### config.mk
export PLATFORM = sky130hd
export DESIGN_NAME = dct_quant
export DESIGN_NICKNAME = d
export VERILOG_FILES = /design/src/rtl/dct_quant_pkg.sv /design/src/rtl/dct_quant_lane.sv /design/src/rtl/dct_quant.sv
export SDC_FILE = /design/constraint.sdc
export NUM_CORES = 1
export LEC_CHECK = 0
export BUFFER_PORTS_ARGS = -buffer_cell sky130_fd_sc_hd__clkbuf_2
export CORE_ASPECT_RATIO = 1.1
export CORE_MARGIN = 3
export CORE_UTILIZATION = 35
export CTS_CLUSTER_DIAMETER = 40
export DETAILED_ROUTE_END_ITERATION = 6
export GPL_ROUTABILITY_DRIVEN = 0
export GPL_TIMING_DRIVEN = 1
export PLACE_DENSITY = 0.55
export SYNTH_ARGS = -nofsm -noshare
export SYNTH_HDL_FRONTEND = slang
export SYNTH_HIERARCHICAL = 1
export SYNTH_SLANG_ARGS = --single-unit
### constraint.sdc
create_clock -name clk -period 5.9 [get_ports clk]
set_input_delay 0.885 -clock clk [delete_from_list [all_inputs] [get_ports clk]]
set_output_delay 0.885 -clock clk [all_outputs]
set_load 0.01 [all_outputs]
### src/rtl/dct_quant_pkg.sv
// dct_quant_pkg: shared types and constants for the dct_quant stage.
// Holds the FSM encoding, block framing constants and shift helpers.
package dct_quant_pkg;

   typedef enum logic [1:0] {
      IDLE  = 2'd0,
      RUN   = 2'd1,
      FLUSH = 2'd2
   } state_t;

   localparam int COEF_W = 14;
   localparam int BLK_SIZE = 64;
   localparam int DRAIN = 3;
   localparam logic [2:0] QS_MAX = 3'd4;

   // Coarser quantization toward the high-frequency corner of the block.
   function automatic logic [2:0] base_sh(input logic [5:0] k);
      logic [3:0] s;
      s = {1'b0, k[5:3]} + {1'b0, k[2:0]};
      return 3'(s >> 2);
   endfunction

   function automatic logic [2:0] clamp_qs(input logic [2:0] q);
      return (q > QS_MAX) ? QS_MAX : q;
   endfunction

endpackage

### src/rtl/dct_quant_lane.sv
// dct_quant_lane: three-stage quantize/dequantize pipeline for one coefficient.
// A two-bit tag travels with each coefficient for block framing.
module dct_quant_lane
   import dct_quant_pkg::*;
#(
   parameter int CW = COEF_W
) (
   input  logic          clk,
   input  logic          reset,
   input  logic          kill,
   input  logic          in_valid,
   input  logic [CW-1:0] c,
   input  logic [2:0]    sh,
   input  logic [1:0]    tag_in,
   output logic          out_valid,
   output logic [CW-1:0] r,
   output logic          is_zero,
   output logic [1:0]    tag_out
);

   localparam int MW = CW + 1;
   localparam logic [MW-1:0] LIM_POS = MW'((1 << (CW - 1)) - 1);
   localparam logic [MW-1:0] LIM_NEG = MW'(1 << (CW - 1));

   logic          s1_v;
   logic [CW-1:0] s1_c;
   logic [2:0]    s1_sh;
   logic [1:0]    s1_tag;

   logic          s2_v;
   logic          s2_neg;
   logic [MW-1:0] s2_q;
   logic [2:0]    s2_sh;
   logic [1:0]    s2_tag;

   logic [MW-1:0] ext;
   logic [MW-1:0] mag;
   logic [MW-1:0] half;
   logic [MW-1:0] q_nxt;
   logic [MW-1:0] rr;
   logic [MW-1:0] lim;
   logic [MW-1:0] sat;
   logic [CW-1:0] r_nxt;

   always_comb begin
      ext   = {s1_c[CW-1], s1_c};
      mag   = s1_c[CW-1] ? (~ext + MW'(1)) : ext;
      half  = '0;
      if (s1_sh != 3'd0) half = MW'(1) << (s1_sh - 3'd1);
      q_nxt = (mag + half) >> s1_sh;
   end

   // Only -2^(CW-1) survives at full magnitude; +2^(CW-1) saturates.
   always_comb begin
      rr    = s2_q << s2_sh;
      lim   = s2_neg ? LIM_NEG : LIM_POS;
      sat   = (rr > lim) ? lim : rr;
      r_nxt = s2_neg ? CW'(~sat + MW'(1)) : CW'(sat);
   end

   always_ff @(posedge clk) begin
      if (!reset || kill) begin
         s1_v      <= 1'b0;
         s1_c      <= '0;
         s1_sh     <= '0;
         s1_tag    <= '0;
         s2_v      <= 1'b0;
         s2_neg    <= 1'b0;
         s2_q      <= '0;
         s2_sh     <= '0;
         s2_tag    <= '0;
         out_valid <= 1'b0;
         r         <= '0;
         is_zero   <= 1'b0;
         tag_out   <= '0;
      end else begin
         s1_v      <= in_valid;
         s1_c      <= c;
         s1_sh     <= sh;
         s1_tag    <= tag_in;
         s2_v      <= s1_v;
         s2_neg    <= s1_c[CW-1];
         s2_q      <= q_nxt;
         s2_sh     <= s1_sh;
         s2_tag    <= s1_tag;
         out_valid <= s2_v;
         r         <= s2_v ? r_nxt : '0;
         is_zero   <= s2_v && (s2_q == '0);
         tag_out   <= s2_v ? s2_tag : 2'b00;
      end
   end

endmodule

### src/rtl/dct_quant.sv
// dct_quant: block-framed power-of-two quantize/dequantize between dct and idct.
// Owns the block FSM, index counter, qshift latch, zero count and abort pulse.
module dct_quant
   import dct_quant_pkg::*;
#(
   parameter int BitWidth = 31,
   parameter int CW = COEF_W
) (
   input  logic                clk,
   input  logic                reset,
   input  logic                din_valid,
   input  logic [CW-1:0]       din,
   input  logic [2:0]          qshift,
   output logic                done,
   output logic [BitWidth:0]   dout,
   output logic                block_end,
   output logic [6:0]          zero_cnt,
   output logic                err,
   output logic [1:0]          state_out
);

   state_t      state;
   logic [5:0]  k;
   logic [2:0]  qs;
   logic [1:0]  drain;
   logic        abort;
   logic [2:0]  qs_eff;
   logic [3:0]  sh_sum;
   logic [2:0]  sh;
   logic [1:0]  tag;

   logic          o_v;
   logic [CW-1:0] o_r;
   logic          o_zero;
   logic [1:0]    o_tag;

   logic [6:0]  acc;
   logic [6:0]  cnt_now;
   logic [6:0]  zq;

   assign abort  = (state == RUN) && !din_valid;
   assign qs_eff = (k == 6'd0) ? clamp_qs(qshift) : qs;
   assign sh_sum = {1'b0, base_sh(k)} + {1'b0, qs_eff};
   assign sh     = (sh_sum > 4'd7) ? 3'd7 : sh_sum[2:0];
   assign tag    = {k == 6'(BLK_SIZE - 1), k == 6'd0};

   always_ff @(posedge clk) begin
      if (!reset) begin
         state <= IDLE;
         k     <= '0;
         qs    <= '0;
         drain <= '0;
         err   <= 1'b0;
      end else begin
         err <= abort;
         if (din_valid) begin
            k <= k + 6'd1;
            if (k == 6'd0) qs <= clamp_qs(qshift);
         end
         unique case (state)
            IDLE: begin
               if (din_valid) state <= RUN;
            end
            RUN: begin
               if (!din_valid) begin
                  state <= IDLE;
                  k     <= '0;
               end else if (k == 6'(BLK_SIZE - 1)) begin
                  state <= FLUSH;
                  drain <= '0;
               end
            end
            FLUSH: begin
               if (din_valid) state <= RUN;
               else if (drain == 2'(DRAIN - 1)) state <= IDLE;
               else drain <= drain + 2'd1;
            end
            default: state <= IDLE;
         endcase
      end
   end

   dct_quant_lane #(
      .CW(CW)
   ) u_lane (
      .clk      (clk),
      .reset    (reset),
      .kill     (abort),
      .in_valid (din_valid),
      .c        (din),
      .sh       (sh),
      .tag_in   (tag),
      .out_valid(o_v),
      .r        (o_r),
      .is_zero  (o_zero),
      .tag_out  (o_tag)
   );

   // Count on the output side so a killed partial block never reports.
   assign cnt_now = (o_tag[0] ? 7'd0 : acc) + {6'd0, o_zero};

   always_ff @(posedge clk) begin
      if (!reset) begin
         acc <= '0;
         zq  <= '0;
      end else if (o_v) begin
         acc <= cnt_now;
         if (o_tag[1]) zq <= cnt_now;
      end
   end

   assign done      = o_v;
   assign dout      = {{(BitWidth + 1 - CW){o_r[CW-1]}}, o_r};
   assign block_end = o_v && o_tag[1];
   assign zero_cnt  = block_end ? cnt_now : zq;
   assign state_out = state;

endmodule

# --- Word-level counts from Yosys, hierarchy flattened ---
# Cells that the tools add are included.
word_totals:
  output_inout_bits: 44
  regBits: 88
  input_bits: 20
op_classes:
  n_shift: 3
  add_sub_neg: 9
  bitwise_logic: 3
  eq_ne: 11
  n_reduce_logical: 15
  n_mux: 24
  n_lt_le_gt_ge: 3
op_table:
  columns: ["cell", "n"]
  rows:
  - ["2-to-1 mux 14 bit", 3]
  - ["2-to-1 mux 15 bit", 2]
  - ["2-to-1 mux 2 bit", 9]
  - ["2-to-1 mux 6 bit", 3]
  - ["adder 15 x 1 -> 15 bit (second input constant)", 1]
  - ["adder 15 bit", 1]
  - ["> comparator 15 x 14 -> 1 bit", 1]
  - ["logical NOT 15 bit", 1]
  - ["NOT 15 bit", 1]
  - ["left shift 1 x 3 -> 15 bit (first input constant)", 1]
  - ["left shift 15 x 3 -> 15 bit", 1]
  - [">> shifter 15 x 3 -> 15 bit", 1]
  - ["adder 14 x 1 -> 14 bit (second input constant)", 1]
  - ["2-to-1 mux 7 bit", 2]
  - ["NOT 14 bit", 1]
  - ["2-to-1 mux 3 bit", 3]
  - ["inequality test 2 bit (second input constant)", 4]
  - ["adder 7 x 1 -> 7 bit", 1]
  - ["adder 6 x 1 -> 6 bit (second input constant)", 1]
  - ["equality test 6 bit (second input constant)", 1]
  - ["logical NOT 6 bit", 1]
  - ["one-hot mux 2 bit (3 select lines)", 1]
  - ["AND reduction 5 bit", 1]
  - ["adder 2 x 3 -> 4 bit", 1]
  - ["other kinds (21)", 25]

# --- Logic depth before layout (Yosys ltp) ---
logic_depth:
  ltp_word: 6
  ltp_mapped: 21
  ltp_nobuf: 17

# --- By module ---
# The synthesis kept the hierarchy.
by_module_without_submodules:
  columns: ["module", "seq_area_each_um2", "instances", "cells_per_inst", "area_per_inst_um2"]
  rows:
  - ["dct_quant_lane", 1201.2, 1, 508, 4224.1]
  - ["dct_quant", 560.5, 1, 199, 1726.7]

# --- Least setup slack after synthesis ---
# OpenSTA, ideal clock, no wires.
synth_path:
  path_type: "register to register"
  startpoint: "register u_lane.s2_sh[1]"
  endpoint: "register u_lane.r[12]"
  path_slack_ns: 1.193
  path_buffers: 5
  setup_ns: 0.114
  stages_incl_launch_ff: 22
  synth_period_minus_slack_ns: 4.707
  t_required_ns: 5.786
  arrival_ns: 4.592
  path_cell_list: "dfxtp_1 > buf_2 > buf_1 > clkbuf_1 > mux4_2 > nand2_1 > o21ai_0 > ha_1 > a21o_1 > a21oi_1 > nor2b_1 > o2111ai_1 > a221oi_1 > clkbuf_1 > nor2_1 > a21oi_1 > ha_1 > clkbuf_1 > nand3_1 > nand3_1 > o31ai_1 > a2111oi_0"
synth_between:
  elab_chain_len: 6
synth_lines:
  columns: ["item", "line", "rtl"]
  rows:
  - ["from (decl)", "dct_quant_lane.sv:33", "logic [2:0] s2_sh;"]
  - ["from (signal assigned)", "dct_quant_lane.sv:84", "s2_sh <= s1_sh;"]
  - ["left shift 15 x 3 -> 15 bit (*)", "dct_quant_lane.sv:55", "rr = s2_q << s2_sh;"]
  - ["> comparator 15 x 14 -> 1 bit", "dct_quant_lane.sv:57", "sat = (rr > lim) ? lim : rr;"]
  - ["2-to-1 mux 14 bit (*)", "dct_quant_lane.sv:57", null]
  - ["NOT 14 bit", "dct_quant_lane.sv:58", "r_nxt = s2_neg ? CW'(~sat + MW'(1)) : CW'(sat);"]
  - ["adder 14 x 1 -> 14 bit", "dct_quant_lane.sv:58", null]
  - ["2-to-1 mux 14 bit (*)", "dct_quant_lane.sv:58", null]
  - ["to (signal assigned)", "dct_quant_lane.sv:87", "r <= s2_v ? r_nxt : '0;"]
  - ["to (decl)", "dct_quant_lane.sv:16", "output logic [CW-1:0] r,"]
# Mark *: on every way between the ends. The rest lies on a longest branch, timed or not.
# A chain may end at the register's enable or synchronous reset.

# --- Worst setup path after layout ---
layout_path:
  startpoint: "register u_lane.s2_sh[1]"
  endpoint: "register u_lane.r[8]"
# Same word-level chain as after synthesis.

==> qor.txt <==
Status -> finished clean
Rows -> 49
Synth top area share -> 29.6%
Layout cells sized above 1 -> 16.1%
Gr usage total -> 14.6%
Hold Fails Final Rpt -> 0
First-pass GRT wire length -> 22.2 mm
Die Width -> 130 um
N_diodes -> 0
Lkg Pwr -> 2.84 nW
Grt met2 use -> 25.4%
Worst VDD drop -> 189 uV
CTS Hold Bufs -> 0
Clk root buf -> clkbuf_16
Vias -> 4921
Avg Cell Area, Syn -> 8.42 um^2
Clock Pin Slew Worst Setup and Hold Paths -> 0.06 ns
Initial DRT Pass Iterations -> 4
Setup TNS -> 0 ns
Synth unique cells -> 75
Hold WS -> 0.421 ns
Max Fclk -> 192 MHz
Largest net degree at the start of global routing -> 35
Area grow syn2layout -> 9.97%
Clock insertion delay at the later pin of the skew report -> 0.35 ns
Synth async-reset ratio -> 0%
CTS tree -> yes
Vias per Instance -> 5.26
Routed Antenna Nets -> 0
Clock Sinks -> 88
Worst-path fanout max -> 25
Hold WC Path Type -> flop to flop
CTS resizes -> 0
Largest stage delay, worst path -> 1.02 ns
Data arrival, critical path -> 5.47 ns
Critical path class -> flop to flop
Top_reg_cell synth -> dfxtp_1
Register area share after synthesis -> 29.6%
Setup repair bufs after CTS -> 0
Core area -> 0.0165 mm^2
RSZ-0062 raised after global routing -> no
CP dominant cell by count -> o21ai_0
Non-Filler Instances -> 936
GRT met1 Usage -> 16.9%
Post-DR wirelength/cell -> 14.1 um
Post-Synthesis Cells -> 707
Met3 GRT Util -> 3.89%
Residual DRC count -> 0
Period utilization -> 88.5%
Grt total ovfl -> 0
PwrDens -> 242 mW/mm^2
Htree depth -> 3
Final setup margin -> 0.680 ns
Final setup fails -> 0
Nature of the critical path endpoint -> flop
IO buf count -> 63
Gr busiest metal -> met2
Cell taking the most area after synthesis -> dfxtp_1
Post-layout util -> 39.7%
Initial Util -> 36.1%
Initial DRC count -> 207
Vias in the first global route -> 4782
Skew final -> 0.00886 ns
Synth Cell Area -> 0.00595 mm^2
Worst Setup Start Kind -> flop
Leading post-synthesis cells by cell area -> dfxtp_1, ha_1, mux2i_1, mux4_2, nand2_1
EDFF count, synth -> 0
Top cells by count, synth -> dfxtp_1, nand2_1, nor2_1, a21oi_1, and2_1
Placed cells -> 920
Cells along the critical path -> mux2i_1 -> mux2_2 -> o21ai_0 -> ha_1 -> nand4_1 -> nor2_1 -> o21ai_0 -> o2111ai_1 -> a221oi_2 -> buf_4 -> nand2_1 -> o21ai_0 -> ha_1 -> nand3_1 -> o311ai_0 -> a21oi_1 -> a311oi_1
Synth Warn # -> 6
# IOs -> 64
Setup Slack @ Placement -> 0.773 ns
Slew margin rel. -> 29.8%
Final period demand of the worst path -> 5.22 ns
CTS Buffer Depth -> 2
Max_cap viols -> 0
CP max stage cell -> dfxtp_1
Chip height -> 143 um
Detailed Place HPWL -> 9.81 mm
Slew @ Worst Pin -> 1.05 ns
Yosys reg bits -> 88
Critical Path RT -> 6.15 ns
Final WL -> 13.2 mm
Final count of pins violating max slew -> 0
Nets -> 783
Die ar. -> 0.0186 mm^2
CTS buffer count -> 9
Initial antenna violation count -> 0
Top-count cell post-synth -> dfxtp_1
critical path: cells and delay by family, from the launching register on:
kind	cells	cell delay (ns)
adder cells (fa/ha/maj)	2	0.82
multiplexers	2	0.52
buffers and inverters	1	0.25
AND/OR/NAND/NOR	4	0.45
AO/OA/AOI/OAI	8	2.06
flip-flops	1	1.02
placed cells by master (no fill, tap or decap), types with 19 or more instances in the layout:
cell type | netlist | layout
o21ai_0 | 34 | 34
nand3_1 | 19 | 19
and2_1 | 36 | 36
nor2_1 | 50 | 50
ha_1 | 34 | 34
inv_1 | 24 | 24
a21oi_1 | 41 | 41
nand2_1 | 64 | 64
dfxtp_1 | 88 | 88
clkbuf_2 | 0 | 63
mux2i_1 | 26 | 26
cells by family (layout without fill, tap and decap cells):
group                    count (synthesis)  in the layout  synth area share (%)
XOR/XNOR                                33             33                  4.98
AND/OR/NAND/NOR                        261            261                  22.8
multiplexers                            50             50                  11.1
buffers and inverters                   87            111                  6.90
AO/OA/AOI/OAI                          151            151                  16.7
flip-flops                              88             88                  29.6
other                                    1              2                0.0630
adder cells (fa/ha/maj)                 36             36                  7.82
through the flow:
stage | instance area (um^2) | total power [mW]
floorplan | 5950 | 0.956
finish | 6540 | 1.58
global route | 6540 | 1.67
global placement | 6260 | 1.03
CTS | 6540 | 1.60
detailed placement | 6260 | 1.04
final timing paths:
check / start / endpoint / slack [ns] / cells after the start
worst max-delay path: u_lane/s2_sh[1] / u_lane/r[8] / 0.68 / 17
worst min-delay path: u_lane/s1_v / u_lane/s2_v / 0.42 / 1
worst max register to register: u_lane/s2_sh[1] / u_lane/r[8] / 0.68 / 17
worst min register to register: u_lane/s1_v / u_lane/s2_v / 0.42 / 1
per-layer routing:
| layer | vias to the layer above | share of wire, % |
|---|---|---|
| met5 | - | 0 |
| met4 | 0 | 2.0 |
| met3 | 19 | 4.1 |
| met2 | 90 | 50 |
| met1 | 2276 | 44 |
| li1 | 2536 | - |
where the power goes:
part,switching (mW),leakage (nW),internal [mW]
combinational,0.206,1.98,0.157
clock,0.252,0.144,0.302
sequential,0.0459,0.718,0.621
total,0.504,2.84,1.08
layout make-up:
cell class,count,area [um^2]
fillers,1684,9950
multi-input cells,533,3790
flip-flops and latches,88,1760
repair buffers,67,345
well taps,204,255
clock buffers,10,239
inverters,28,105
clock inverters,6,48.8
state kept, by name, indices dropped and copies added (netlist names), 2 cells and up:
signal          count
u_lane/r           14
k                   6
qs                  3
drain               2
u_lane/s2_tag       2
u_lane/s1_c        14
u_lane/s2_sh        3
u_lane/s1_tag       2
u_lane/s1_sh        3
u_lane/s2_q        15
u_lane/tag_out      2
zq                  7
state_out           2
acc                 7
(Power assumes the default switching activity.)
